`src/rtl/uart_rx_controller.sv`:
```
// UART receive bit-level controller: synchronises and oversamples rxd, frames
// 1 start + 8 data (LSB first) + 1 stop bit, steps the external frame counter
// and presents each good byte through a one-entry valid/ready holding register.
`timescale 1ns/1ps

module uart_rx_controller #(
  parameter int OVERSAMPLE  = 16, // baud_tick pulses per bit period; even, >= 4
  parameter int SYNC_STAGES = 2   // synchroniser depth on rxd; >= 2
) (
  input  logic       pclk,
  input  logic       preset,
  input  logic       baud_tick,
  input  logic       rxd,
  input  logic       receive_done,
  input  logic       rx_ready,
  output logic       receive_frame_counter_en,
  output logic       receive_frame_counter_clear,
  output logic [7:0] rx_data,
  output logic       rx_valid,
  output logic       rx_busy,
  output logic       framing_error,
  output logic       overrun_error
);

  localparam int TW = $clog2(OVERSAMPLE);
  localparam logic [TW-1:0] HALF_BIT = TW'(OVERSAMPLE / 2 - 1);
  localparam logic [TW-1:0] LAST_TICK = TW'(OVERSAMPLE - 1);

  typedef enum logic [2:0] {
    IDLE,
    START,
    DATA,
    STOP,
    DONE
  } state_t;

  state_t                 state;
  logic [SYNC_STAGES-1:0] sync_q;
  logic                   rxd_s;
  logic [TW-1:0]          tick_cnt;
  logic [2:0]             bit_idx;
  logic [7:0]             shift_q;
  logic                   stop_bit;
  logic                   armed;
  logic                   clear_hold;

  // Synchronise the asynchronous serial line; resets to the idle (high) level.
  always_ff @(posedge pclk) begin
    if (preset) sync_q <= '1;
    else        sync_q <= {sync_q[SYNC_STAGES-2:0], rxd};
  end

  assign rxd_s   = sync_q[SYNC_STAGES-1];
  assign rx_busy = (state != IDLE);

  // Receive FSM, frame-counter handshake and holding register.
  // NOTE: every register here uses <= so all reads see the pre-edge values;
  // later assignments in the same block override the per-cycle defaults.
  always_ff @(posedge pclk) begin
    if (preset) begin
      state                       <= IDLE;
      tick_cnt                    <= '0;
      bit_idx                     <= '0;
      shift_q                     <= '0;
      stop_bit                    <= 1'b0;
      armed                       <= 1'b0;
      rx_data                     <= '0;
      rx_valid                    <= 1'b0;
      framing_error               <= 1'b0;
      overrun_error               <= 1'b0;
      receive_frame_counter_en    <= 1'b0;
      receive_frame_counter_clear <= 1'b1;
      clear_hold                  <= 1'b1;
    end else begin
      // Single-cycle pulses default low; clear stretches one cycle past reset.
      receive_frame_counter_en    <= 1'b0;
      framing_error               <= 1'b0;
      overrun_error               <= 1'b0;
      receive_frame_counter_clear <= clear_hold;
      clear_hold                  <= 1'b0;

      if (rx_ready) rx_valid <= 1'b0;

      case (state)
        IDLE: begin
          if (baud_tick) begin
            if (rxd_s) begin
              armed <= 1'b1;
            end else if (armed) begin
              tick_cnt <= '0;
              state    <= START;
            end
          end
        end

        START: begin
          if (baud_tick) begin
            if (tick_cnt == HALF_BIT) begin
              if (!rxd_s) begin
                receive_frame_counter_en <= 1'b1;
                tick_cnt                 <= '0;
                bit_idx                  <= '0;
                state                    <= DATA;
              end else begin
                state <= IDLE; // glitch, not a start bit
              end
            end else begin
              tick_cnt <= tick_cnt + 1'b1;
            end
          end
        end

        DATA: begin
          if (baud_tick) begin
            if (tick_cnt == LAST_TICK) begin
              shift_q                  <= {rxd_s, shift_q[7:1]};
              receive_frame_counter_en <= 1'b1;
              tick_cnt                 <= '0;
              bit_idx                  <= bit_idx + 1'b1;
              if (bit_idx == 3'd7) state <= STOP;
            end else begin
              tick_cnt <= tick_cnt + 1'b1;
            end
          end
        end

        STOP: begin
          if (baud_tick) begin
            if (tick_cnt == LAST_TICK) begin
              stop_bit                 <= rxd_s;
              receive_frame_counter_en <= 1'b1;
              tick_cnt                 <= '0;
              state                    <= DONE;
            end else begin
              tick_cnt <= tick_cnt + 1'b1;
            end
          end
        end

        DONE: begin
          if (receive_done) begin
            receive_frame_counter_clear <= 1'b1;
            state                       <= IDLE;
            // A low stop bit disarms so a held-low break cannot retrigger.
            armed                       <= stop_bit;
            if (!stop_bit) begin
              framing_error <= 1'b1;
            end else if (!rx_valid || rx_ready) begin
              rx_data  <= shift_q;
              rx_valid <= 1'b1;
            end else begin
              overrun_error <= 1'b1;
            end
          end
        end

        default: state <= IDLE;
      endcase
    end
  end

endmodule
```
`config.mk`:
```
export PLATFORM = sky130hd
export DESIGN_NAME = uart_rx_controller
export DESIGN_NICKNAME = d
export VERILOG_FILES = /design/src/rtl/uart_rx_controller.sv
export SDC_FILE = /design/constraint.sdc
export NUM_CORES = 1
export LEC_CHECK = 0
export CAP_MARGIN = 20
export CORE_AREA = 2 2 68 70
export CTS_CLUSTER_DIAMETER = 30
export DETAILED_ROUTE_END_ITERATION = 8
export DIE_AREA = 0 0 70 72
export HOLD_SLACK_MARGIN = 0.05
export SLEW_MARGIN = 0
export SYNTH_ARGS = -nofsm -noshare
export SYNTH_HDL_FRONTEND = slang
export SYNTH_SLANG_ARGS = --single-unit
```
`constraint.sdc`:
```
create_clock -name pclk -period 3.24 [get_ports pclk]
set_clock_uncertainty 0.1 [all_clocks]
set_input_delay 0.648 -clock pclk [delete_from_list [all_inputs] [get_ports pclk]]
set_output_delay 0.648 -clock pclk [all_outputs]
set_load 0.02 [all_outputs]
```
==> impl_metrics.tcl, run 1 <==
set metrics [dict create \
    status "finished clean" \
    final_nets 187 \
    setup_slack_ns 0.790 \
    post-synth-top-area-fraction_pct 45.9 \
    ys_warn_count 0 \
    antenna_found_initial 0 \
    p_leak_nw 0.691 \
    max_freq_mhz 408 \
    hpwl_mm 2.16 \
    vias 1208 \
    ys_top_cells_by_count "dfxtp_1 (36), nor2_1 (23), mux2i_1 (20), a21oi_1 (6), nor3_1 (6)" \
    grtUsageTotal_pct 13.0 \
    clkSinkCount 36 \
    placementRows 24 \
    finalHoldViolCount 0 \
    ys.flop_type "dfxtp_1" \
    grt_setup_unrepaired "no" \
    tightest_slew_ns 0.680 \
    cp-start-kind "flip-flop" \
    seq_area_frac_synth_pct 45.9 \
    fin_util_pct 44.7 \
    ant_nets 0 \
    slew_headroom_pct 54.3 \
    multi_input_area_um2 783 \
    fill_cells 416 \
    overflow 0 \
    clockBufferDepth 2 \
    drive_above_1_share_pct 11.7 \
    wire_per_inst_um 13.2 \
    fin_crit_sh_pct 75.6 \
    power.density_nw_per_um2 472 \
    synth-seq-cells 36 \
    setup-tns-final_ns 0 \
    hold_class "flip-flop to flip-flop" \
    end_kind "output port" \
    initial_core_util_pct 36.8 \
    seqCellArea_um2 721 \
    cts_tree "done" \
    p_total_mw 0.901 \
    port_buffers 19 \
    drt_first_pass_iters 4 \
    areaGrowthSynthToFinish_pct 21.6 \
    post-place-ws_ns 0.718 \
    drc 0 \
    async_flop_share_pct 0 \
    gp_congestion 0.812 \
    routed_wl_mm 3.05 \
    core_um2 4260 \
    h-tree-depth 2 \
    synthesis.nets 168 \
    die_height_um 72 \
    max_cap_violations 0 \
    synthTopCellsByArea "dfxtp_1 (46%), mux2i_1 (13%), nor2_1 (5.5%)" \
    clkTransAtPathRegs_ns 0.07 \
    period_minus_slack_ns 2.45 \
    finalSetupViolCount 0 \
    yosys.area.top_type "dfxtp_1" \
    grt_first_pass_wirelength_mm 5.26 \
    die_area_um2 5040 \
    ir_worst_vdd_mv 0.251 \
    grt_pass1_vias 1204 \
    path_class "flip-flop to output port" \
    cts_root_buf "clkbuf_8" \
    drt_iter0_drc 60 \
    synthCells 159 \
    arrival_ns 1.70 \
    antenna_cells 0 \
    yosys.cell_types.count 44 \
    syn-cell-area_um2 1570 \
    die_w_um 70 \
    cp.required_ns 2.49 \
    cts_made_buffers 5 \
    path_max_fanout 13 \
    maxSlewViolCount 0 \
    cts-resized-gates 0 \
    yosysMostFrequentCell "dfxtp_1" \
    avgSynthCellArea_um2 9.87 \
    clock_latency_ns 0.28 \
    synth_edf_count 0 \
    cts_hold_buf 0 \
    cts_setup_buffers 0 \
    io_pins 20 \
    grt_max_degree 39 \
    viasPerCell 5.23 \
]
[final cells by class]
type	count	share of cell area (%)
clock buffer	7	5.05
clock inverter	1	1.57
inverter	2	0.393
multi-input combinational	112	41.0
sequential	36	37.8
tap	52	3.41
timing repair buffer	21	10.8
[cells by family (layout without fill, tap and decap cells)]
family          Yosys count  count (layout)  share of synthesized area [%]
simple gates             69              69                           26.0
flops                    36              36                           45.9
mux                      20              20                           12.8
compound gates           19              19                           8.21
buf+inv                  11              31                           4.15
fa+ha+maj                 3               3                           2.39
xor+xnor                  1               1                          0.558
[layer usage]
metal / global-route usage (%) / wire [um] / share of wire [%] / vias to the layer above
li1: - / - / - / 607
met1: 15.2 / 1440 / 47 / 580
met2: 21.7 / 1470 / 48 / 19
met3: 5.56 / 118 / 3.9 / 2
met4: 4.27 / 16 / 0.52 / 0
met5: 0 / 0 / 0 / -
[critical path, stage by stage (launching register included)]
cell and delay, ns:
dfxtp_1 0.46, or3_1 0.42, clkdlybuf4s50_1 0.54
[final timing paths]
path / endpoint / startpoint / cells after the start / slack, ns
hold reg to reg: sync_q[1] / sync_q[0] / 1 / 0.31
setup / recovery: rx_busy / state[0] / 2 / 0.79
setup reg to reg: shift_q[6] / tick_cnt[0] / 5 / 1.32
hold / removal: sync_q[1] / sync_q[0] / 1 / 0.31
[power breakdown]
part           switching [mW]  leakage [nW]  internal [mW]
sequential            0.00390         0.291          0.446
combinational          0.0161         0.335         0.0139
clock                   0.149        0.0645          0.271
total                   0.169         0.691          0.732
[per-stage QoR]
| stage | hold slack (ns) | instances | area (um^2) |
|---|---|---|---|
| final | 0.309 | 231 | 1910 |
| after global placement | 0.297 | 223 | 1780 |
| after floorplan | 0.289 | 159 | 1570 |
| after detailed placement | 0.294 | 223 | 1780 |
| after global routing | 0.321 | 231 | 1910 |
| after CTS | 0.311 | 231 | 1910 |
[flip-flops by register name, summed over array words and instances, names as in the netlist, 2 cells and up]
name,count
tick_cnt,4
state,3
rx_data,8
bit_idx,3
sync_q,2
shift_q,8
[cell usage in the layout (no fill, tap or decap), drive strengths merged, types with 2 or more instances in the layout]
cell,n
dfxtp,36
ha,3
nor3b,2
nand3,4
o21ai,3
nor2,24
mux2i,20
nand2b,5
and2,2
nor4,3
a21oi,6
o31ai,2
a211oi,2
clkbuf,7
clkdlybuf4s50,19
buf,2
or2,2
nor4b,2
nand4b,2
nor3,7
nand4,5
nand2,6
inv,2
Note: power is estimated with default switching activity, not from simulation.
==> run 2: changes to the inputs <==
- clock period: 3.24 -> 2.2 ns (I/O delays scaled with it)
==> impl_metrics.tcl, run 2 (same netlist as run 1, synthesis figures left out) <==
set metrics [dict create \
    cp_slowest_cell "clkdlybuf4s50_1" \
    final_cell_area_um2 1920 \
    top_usage_layer "met2" \
    grt_setup_unrepaired "no" \
    grt_max_degree 39 \
    period_minus_slack_ns 2.05 \
    setup-tns-final_ns 0 \
    maxSlewViolCount 0 \
    die_w_um 70 \
    cts_hold_buf 0 \
    drive_above_1_share_pct 13.1 \
    clkSinkCount 36 \
    clockBufferDepth 2 \
    wire_per_inst_um 13.8 \
    overflow 0 \
    power.density_nw_per_um2 665 \
    fin_crit_sh_pct 93.2 \
    ant_nets 0 \
    ir_worst_vdd_mv 0.366 \
    cts_setup_buffers 0 \
    worst_hold_slack_ns 0.317 \
    critical_path.startpoint "state[0]" \
    fill_cells 413 \
    areaGrowthSynthToFinish_pct 22.3 \
    die_height_um 72 \
    cp.required_ns 1.66 \
    finalHoldViolCount 0 \
    drt_first_pass_iters 5 \
    core_um2 4260 \
    viasPerCell 5.19 \
    finalSetupViolCount 0 \
    placementRows 24 \
    cts-resized-gates 0 \
    clkTransAtPathRegs_ns 0.07 \
    setup.worst_path.end "rx_busy" \
    p_leak_nw 0.703 \
    grt.met2_usage_pct 24.9 \
    hold_class "flip-flop to flip-flop" \
    grtUsageTotal_pct 14.5 \
    rrSetupSlack_ns 0.42 \
    cp-start-kind "flip-flop" \
    initial_core_util_pct 36.8 \
    max_cap_violations 0 \
    grt_pass1_vias 1220 \
    antenna_found_initial 0 \
    gp_congestion 0.749 \
    fin_util_pct 45.0 \
    tightest_slew_ns 0.529 \
    cts_made_buffers 5 \
    io_pins 20 \
    port_buffers 19 \
    h-tree-depth 2 \
    cts_root_buf "clkbuf_8" \
    cpPeakStageDelay_ns 0.55 \
    dpl-instance-area_um2 1810 \
    cts_tree "done" \
    r2r_end "bit_idx[0]" \
    grt_first_pass_wirelength_mm 5.65 \
    largestRegisters "rx_data: 8 flops, shift_q: 8 flops, tick_cnt: 4 flops" \
    status "finished clean" \
    crit_chain "or3_1 > clkdlybuf4s50_1" \
    end_kind "output port" \
    die_area_um2 5040 \
    max_freq_mhz 488 \
    arrival_ns 1.51 \
    drt_iter0_drc 78 \
    path_class "flip-flop to output port" \
    vias 1220 \
    use_met1_pct 16.1 \
    drc 0 \
    routed_wl_mm 3.25 \
    final_nets 191 \
    final_common_cell "dfxtp_1" \
    met3_usage_pct 6.11 \
    rr_worst_depth 5 \
    reg2reg_from "state[1]" \
    clock_latency_ns 0.29 \
    slew_headroom_pct 64.4 \
    path_max_fanout 2 \
    final_cell_mix "dfxtp_1 (36), nor2_1 (23), mux2i_1 (20)" \
    antenna_cells 0 \
    hpwl_mm 2.28 \
]
==> run 2: cell count changes in the layout (fill, tap and decap cells not counted) <==
cell      previous run  this run
buf_4                2         6
clkbuf_1             0         1
clkinv_2             0         1
clkbuf_8             7         5
==> run 2: metrics by stage <==
stage                     setup slack [ns]  cells  total power [mW]
after global routing                0.0873    235              1.33
after detailed placement             0.135    227             0.724
after floorplan                      0.524    159             0.704
after global placement               0.170    227             0.723
after CTS                            0.127    235              1.29
final                                0.149    235              1.28
==> run 2: final cells by class <==
| type | count | area (um^2) | share of cell area (%) |
|---|---|---|---|
| clock inverter | 2 | 35.0 | 1.83 |
| tap | 52 | 65.1 | 3.39 |
| sequential | 36 | 721 | 37.5 |
| multi-input combinational | 112 | 783 | 40.8 |
| clock buffer | 6 | 72.6 | 3.78 |
| timing repair buffer | 25 | 235 | 12.3 |
| inverter | 2 | 7.51 | 0.391 |
==> run 2: worst min-delay path by stage <==
stage                from                          end  slack, ns  cells past startpoint
6_report        sync_q[0]                    sync_q[1]       0.32                      1
5_1_grt         sync_q[0]                    sync_q[1]       0.34                      1
4_1_cts         sync_q[0]                    sync_q[1]       0.31                      1
3_5_place_dp    sync_q[0]                    sync_q[1]       0.30                      1
3_3_place_gp   clear_hold  receive_frame_counter_clear       0.30                      2
2_1_floorplan   sync_q[0]                    sync_q[1]       0.29                      1
==> run 2: worst max-delay path, delay by kind of cell, from the launching register on <==
family / cells / cell delay, ns
buf+inv: 1 / 0.55
simple gates: 1 / 0.36
flops: 1 / 0.31
==> run 2: power by group <==
| group | total [mW] | switching (mW) | leakage (nW) | internal, mW |
|---|---|---|---|---|
| Sequential | 0.661 | 0.00361 | 0.291 | 0.657 |
| Combinational | 0.0483 | 0.0270 | 0.357 | 0.0213 |
| Clock | 0.566 | 0.230 | 0.0552 | 0.336 |
==> run 2: layer usage <==
layer	share of wire [%]	wire length, um
met1	45	1450
met2	48	1550
met3	5.6	181
met4	1.8	57
met5	0	0
==> run 3: changes to the inputs <==
- CELL_PAD_IN_SITES_DETAIL_PLACEMENT: not set -> 1
- CELL_PAD_IN_SITES_GLOBAL_PLACEMENT: not set -> 1
- CORE_AREA: 2 2 68 70 -> 2 2 69 71
- CTS_CLUSTER_DIAMETER: 30 -> not set
- DIE_AREA: 0 0 70 72 -> 0 0 71 73
- PLACE_DENSITY_LB_ADDON: not set -> 0.1
==> impl_metrics.tcl, run 3 (same netlist as run 1, synthesis figures left out) <==
set metrics [dict create \
    status "finished clean" \
    power.internal_mw 0.895 \
    routed_wl_mm 3.42 \
    viasPerCell 5.20 \
    crit_family "buffers and inverters" \
    gp_congestion 0.770 \
    switching_power_mw 0.247 \
    reg2reg_from "state[1]" \
    placementRows 25 \
    cp_slowest_cell "clkdlybuf4s50_1" \
    initial_core_util_pct 34.6 \
    antenna_found_initial 0 \
    cts-resized-gates 0 \
    clockBufferDepth 2 \
    combPwrFrac_pct 4.3 \
    maxSlewViolCount 0 \
    clock_latency_ns 0.27 \
    cts_root_buf "clkbuf_8" \
    period_minus_slack_ns 2.12 \
    min-delay-start "clear_hold" \
    path_buf_inv 1 \
    cp.required_ns 1.66 \
    clkTransAtPathRegs_ns 0.07 \
    die_w_um 71 \
    slew_headroom_pct 65.6 \
    die_area_um2 5180 \
    h-tree-depth 2 \
    end_kind "output port" \
    die_height_um 73 \
    io_pins 20 \
    drt_first_pass_iters 3 \
    dpl.cell_count 230 \
    grt_first_pass_wirelength_mm 6.08 \
    wire_per_inst_um 14.4 \
    path_class "flip-flop to output port" \
    core_um2 4540 \
    cts_made_buffers 5 \
    hold_class "flip-flop to flip-flop" \
    finalHoldViolCount 0 \
    clkPwrFrac_pct 37.8 \
    drive_above_1_share_pct 13.1 \
    p_total_mw 1.14 \
    arrival_ns 1.58 \
    final_cells 237 \
    netSwitchingFraction_pct 21.6 \
    cp-start-kind "flip-flop" \
    hpwl_mm 2.41 \
    grt_pass1_vias 1255 \
    grt_setup_unrepaired "no" \
    path_max_fanout 7 \
    largestRegisters "rx_data: 8 flops, shift_q: 8 flops, tick_cnt: 4 flops" \
    final_nets 192 \
    max_cap_violations 0 \
    final_cell_mix "dfxtp_1 (36), nor2_1 (23), mux2i_1 (20)" \
    port_buffers 19 \
    cts_tree "done" \
    p_seq_share_pct 58.0 \
    clkSinkCount 36 \
    drc 0 \
    crit_chain "or3_1 > clkdlybuf4s50_1" \
    grtUsageTotal_pct 14.9 \
    grt_max_degree 28 \
    fin_crit_sh_pct 96.5 \
    p_leak_nw 0.694 \
    final_common_cell "dfxtp_1" \
    cts_hold_buf 0 \
    cpPeakStageDelay_ns 0.54 \
    setup-tns-final_ns 0 \
    max_freq_mhz 471 \
    ant_nets 0 \
    critical_path.startpoint "state[0]" \
    ir_worst_vdd_mv 0.430 \
    fill_cells 519 \
    cts_setup_buffers 0 \
    areaGrowthSynthToFinish_pct 21.1 \
    fin_util_pct 41.9 \
    finalSetupViolCount 0 \
    worst_hold_slack_ns 0.318 \
    power.density_nw_per_um2 601 \
    vias 1232 \
    tightest_slew_ns 0.509 \
    overflow 0 \
    drt_iter0_drc 93 \
    antenna_cells 0 \
]
[run 3: power groups by stage]
| stage | registers (mW) | logic (mW) | clock network, mW |
|---|---|---|---|
| 6_report | 0.662 | 0.0487 | 0.431 |
| 2_1_floorplan | 0.676 | 0.0274 | 0 |
| 4_1_cts | 0.662 | 0.0490 | 0.454 |
| 5_1_grt | 0.662 | 0.0538 | 0.482 |
| 3_5_place_dp | 0.677 | 0.0483 | 0 |
| 3_3_place_gp | 0.677 | 0.0481 | 0 |
[run 3: worst register-to-register path: stages (launching register included)]
cell,delay [ns]
dfxtp_1,0.32
buf_4,0.18
nor2_2,0.35
nand4_2,0.42
mux2i_1,0.26
nor2_1,0.05
[run 3: final cells by class]
cell class	count	area (um^2)	area share, %
Multi-Input combinational cell	112	783	41.2
Sequential cell	36	721	37.9
Timing Repair Buffer	26	243	12.8
Clock buffer	6	72.6	3.82
Tap cell	54	67.6	3.56
Inverter	2	7.51	0.395
Clock inverter	1	5.00	0.264
[run 3: worst paths after layout]
check	endpoint	slack, ns	cells past startpoint
worst max-delay path	rx_busy	0.08	2
worst min-delay path	receive_frame_counter_clear	0.32	2
worst max register to register	rx_data[3]	0.40	5
worst min register to register	receive_frame_counter_clear	0.32	2
[run 3: routing by layer]
layer  part of all wire, %  track usage, %
met5                     0               0
met3                   2.1            2.90
met1                    47            18.8
met4                   1.8            7.76
met2                    49            24.1
[run 3: metrics by stage]
| stage | setup slack, ns | area [um^2] |
|---|---|---|
| 3_3_place_gp | 0.166 | 1820 |
| 4_1_cts | 0.0566 | 1900 |
| 3_5_place_dp | 0.117 | 1820 |
| 5_1_grt | 0.0252 | 1900 |
| 6_report | 0.0759 | 1900 |
| 2_1_floorplan | 0.524 | 1570 |
